**src/rtl/merge_pkg.sv**
```systemverilog
// merge_pkg: bus field widths and state encoding shared by the merge concentrator
package merge_pkg;
  localparam int ADDR_W = 32;
  localparam int DATA_W = 32;
  localparam int STRB_W = 4;
  localparam int REQ_W = 1 + ADDR_W + DATA_W + STRB_W;
  localparam int RESP_W = DATA_W + 1;
  typedef enum logic {MERGE_IDLE = 1'b0, MERGE_BUSY = 1'b1} merge_state_e;
endpackage

```
**src/rtl/rr_arb.sv**
```systemverilog
// rr_arb: rotate-priority encoder; req[N-1:0] and last in, grant_idx (first req after last, modulo N) and any out
module rr_arb #(
  parameter int N = 2,
  parameter int SEL_W = (N > 1) ? $clog2(N) : 1
) (
  input  logic [N-1:0]     req,
  input  logic [SEL_W-1:0] last,
  output logic [SEL_W-1:0] grant_idx,
  output logic             any
);
  logic [SEL_W-1:0] idx;
  always_comb begin
    grant_idx = '0;
    any = 1'b0;
    idx = '0;
    for (int k = N; k >= 1; k--) begin
      idx = SEL_W'((int'(last) + k) % N);
      if (req[idx]) begin
        grant_idx = idx;
        any = 1'b1;
      end
    end
  end
endmodule

```
**src/rtl/merge.sv**
```systemverilog
// merge: N-master to 1-slave round-robin concentrator; clk/rst_n, m_req/m_resp master slots, s_req/s_resp shared slave
module merge
  import merge_pkg::*;
#(
  parameter int N_MASTERS = 2
) (
  input  logic                        clk,
  input  logic                        rst_n,
  input  logic [N_MASTERS*REQ_W-1:0]  m_req,
  output logic [N_MASTERS*RESP_W-1:0] m_resp,
  output logic [REQ_W-1:0]            s_req,
  input  logic [RESP_W-1:0]           s_resp
);
  localparam int SEL_W = (N_MASTERS > 1) ? $clog2(N_MASTERS) : 1;
  merge_state_e state_q, state_d;
  logic [SEL_W-1:0] sel_q, sel_d, last_q, last_d, win;
  logic [REQ_W-1:0] req_a [N_MASTERS];
  logic [N_MASTERS-1:0] valids;
  logic any, busy;
  assign busy = state_q == MERGE_BUSY;
  for (genvar g = 0; g < N_MASTERS; g++) begin : g_slot
    assign req_a[g] = m_req[g*REQ_W +: REQ_W];
    assign valids[g] = req_a[g][REQ_W-1];
    assign m_resp[g*RESP_W +: RESP_W] = (busy && sel_q == SEL_W'(g)) ? s_resp : '0;
  end
  assign s_req = busy ? req_a[sel_q] : '0;
  rr_arb #(.N(N_MASTERS), .SEL_W(SEL_W)) u_arb (
    .req(valids),
    .last(last_q),
    .grant_idx(win),
    .any(any)
  );
  // an owner dropping valid without a ready releases the slave but does not count as served
  always_comb begin
    state_d = state_q;
    sel_d = sel_q;
    last_d = last_q;
    if (!busy) begin
      state_d = any ? MERGE_BUSY : MERGE_IDLE;
      sel_d = any ? win : sel_q;
    end else if (s_resp[0] || !valids[sel_q]) begin
      state_d = MERGE_IDLE;
      last_d = s_resp[0] ? sel_q : last_q;
    end
  end
  always_ff @(posedge clk or negedge rst_n)
    if (!rst_n) begin
      state_q <= MERGE_IDLE;
      sel_q <= '0;
      last_q <= SEL_W'(N_MASTERS - 1);
    end else begin
      state_q <= state_d;
      sel_q <= sel_d;
      last_q <= last_d;
    end
endmodule

```
**config.mk**
```make
export PLATFORM = sky130hd
export DESIGN_NAME = merge
export DESIGN_NICKNAME = d
export VERILOG_FILES = /design/src/rtl/merge_pkg.sv /design/src/rtl/rr_arb.sv /design/src/rtl/merge.sv
export SDC_FILE = /design/constraint.sdc
export NUM_CORES = 1
export LEC_CHECK = 0
export ABC_AREA = 1
export CAP_MARGIN = 25
export CORE_AREA = 10 10 112 114
export CTS_BUF_LIST = sky130_fd_sc_hd__clkbuf_16
export DETAILED_ROUTE_END_ITERATION = 12
export DIE_AREA = 0 0 122 124
export PLACE_DENSITY = 0.66
export RECOVER_POWER = 25
export SLEW_MARGIN = 20
export SYNTH_ARGS = -nofsm -noshare
export SYNTH_HDL_FRONTEND = slang
export SYNTH_SLANG_ARGS = --single-unit
export TNS_END_PERCENT = 10
```
**constraint.sdc**
```tcl
create_clock -name clk -period 1.2 [get_ports clk]
set_input_delay 0.12 -clock clk [delete_from_list [all_inputs] [get_ports clk]]
set_output_delay 0.12 -clock clk [all_outputs]
set_load 0.005 [all_outputs]
```
==> run metrics <==
CP required=1.08 ns; routed wire length=15.08 mm; pin count of the biggest net entering global routing=34; clock root buffer=clkbuf_16; Longest Clk Path Bufs=2; clock sinks=3; die width=122 um; Total Routing Usage GR=0.1758; Layout fillers=1046; Seq/Total Area, Yosys=0.05054; area leader, netlist=nand2_1; RSZ-0062 raised after global routing=yes; Via density=4.267; DIE HEIGHT=124 um; Crit path arrival time=1.43 ns; Num CTS Buffers=3; Synthesized Nets=525; Power Density=1802 nW/um2; minimum clock period=1.553 ns; Power Total=0.009188 W; # setup viols final=137; total grt overflow=0; post-synth top area share=0.3654; Cell Rows=37; yosys warns=0; P_leak=2.610 nW; EDFF count, synth=0; Wirelength per Cell=18.52 um; hpwl dp=11.79 mm; Critical Path Max Stage Delay=0.43 ns; CTS tree=yes; flops & latches, synth=3; CTS clock-pin slew for the worst setup and hold paths=0.03 ns; Worst Slack Setup Final=-0.3533 ns; count leader, synth=nand2_1; Port Buffers=307; # diodes=0; Syn Inst Count=352; global placement routability congestion=0.8667; Buf/Inv on CP=5; Max-cap violations=0; register area=78.83 um2; starting density of the core=0.1476; die area=15130 um2; Clock Latency Late Sink=0.22 ns; vias in the first global route=3686; DRC viols=0; fin cells=814; number of vias in the routed layout=3473; area of the multi-input gates=1534 um2; clock skew=0.0005327 ns; Area contributors post-synth=nand2_1, a21oi_1, nor2_1, inv_1, buf_2; Avg Inst Size Synth=4.290 um2; worst vdd ir=0.9508 mV; hold slack=0.1537 ns; Area growth, synth to finish=237.7%; Peak Freq=643.8 MHz; failing checks=setup timing; final hold vios=0; Post-Syn Area=1510 um2; CTS H-tree lvls=1; Post-Place Cells=788; layout cells sized above 1=0.4174; crit path launch type=flop; async set-reset flop share out of synthesis=1.000; outcome=complete, but fails checks; critical path type=flop to primary output; max-slew violation count=0; Critical Path Slowest Stage Cell=dfrtp_2; First DRT Iteration DRCs=149; Max-slew headroom=0.8693; Top FF cell, synth=dfrtp_1; CP max FO=6; Hold WC Path Type=input port to asynchronous set/reset pin; slew at the pin closest to its max-slew limit=0.1960 ns; FF-to-FF setup slack=-0.12 ns; hold_buf cts=0; final net count=852; Worst setup EP type=primary output; TNS Setup=-31.65 ns; Post-DP Area=4877 um2; final instance area=5100 um2; family with the most delay on the worst path=buffers and inverters; Ports=308; most frequent cells after synthesis=nand2_1, a21oi_1, nor2_1; core footprint=10230 um2; number of detailed-route iterations in the first pass=5; crit share post-route=1.294; initial antenna violation count=0; crit-path cells=clkinv_4 -> buf_6 -> buf_12 -> clkbuf_16 -> nand2_1 -> a21oi_1 -> buf_2; Yosys cell types=13; post-route ant nets=0; first-pass GRT wire length=20.99 mm
## worst reg2reg max path: cells and delay by family (launching register included)
kind | cells | cell delay [ns]
AND/OR/NAND/NOR | 4 | 0.22
flip-flops | 1 | 0.41
buffers and inverters | 4 | 0.59
## per-stage QoR
step                  util  setup WS (ns)
floorplan                -         0.1455
global placement    0.4767        -0.4192
detailed placement  0.4767        -0.4365
CTS                 0.4710        -0.4647
global route        0.4985        -0.4177
finish              0.4985        -0.3533
## routing by layer
layer	track usage	up-vias	routed length (um)
li1	-	1723	-
met1	0.1784	1549	5389
met2	0.3321	187	7982
met3	0.06516	14	1521
met4	0.04396	0	186
met5	0	-	0
## final timing paths
path / to / startpoint / cells past startpoint
worst max-delay path: s_req[0] / sel_q / 7
worst min-delay path: busy / rst_n / 1
worst max register to register: busy / sel_q / 8
worst min register to register: last_q / last_q / 2
max in group asynchronous: last_q / rst_n / 1
min in group clk: last_q / last_q / 2
## sequential cells by signal, indices dropped and copies added (netlist names)
register  count
busy          1
last_q        1
sel_q         1
## where the power goes
part	internal, W	total, W	switching [W]
Combinational	0.00426	0.00843	0.00417
Clock	0.000430	0.000523	0.0000932
Sequential	0.000166	0.000240	0.0000740
Total	0.00485	0.00919	0.00433
## kinds of logic after synthesis
family,share of synthesized area
and+or+nand+nor,0.5360
AOI/OAI and AO/OA,0.2353
buffers and inverters,0.1781
DFF,0.05054
## cell type report
| cell class | count | area share |
|---|---|---|
| Clock inverter | 1 | 0.0007360 |
| Clock buffer | 3 | 0.01472 |
| Multi-Input combinational cell | 286 | 0.3008 |
| Sequential cell | 3 | 0.01546 |
| Tap cell | 136 | 0.03337 |
| Timing Repair Buffer | 350 | 0.6067 |
| Inverter | 35 | 0.02821 |
## placed cells by master (no fill, tap or decap), types with 2 or more instances in the layout
cell	synthesis	routed
nand2_4	0	12
nand2_1	147	114
clkbuf_2	0	2
a21oi_1	69	26
inv_1	33	34
clkdlybuf4s50_1	0	171
nand2_2	0	21
buf_6	0	10
buf_12	0	13
buf_2	21	131
buf_4	1	12
a21oi_2	0	43
o21ai_2	0	2
clkbuf_16	0	5
nor2_1	66	47
nor2_2	0	18
dfrtp_2	0	2
buf_16	0	5
## timing repair
| action | CTS | global route |
|---|---|---|
| endpoints found under the hold margin | 0 | 0 |
| setup endpoints to repair | 136 | 137 |
| pin swaps | 21 | 18 |
| gates resized for setup | 575 | 111 |
| buffers inserted | 14 | 2 |
| gates cloned | 8 | 2 |
(Power assumes the default switching activity.)
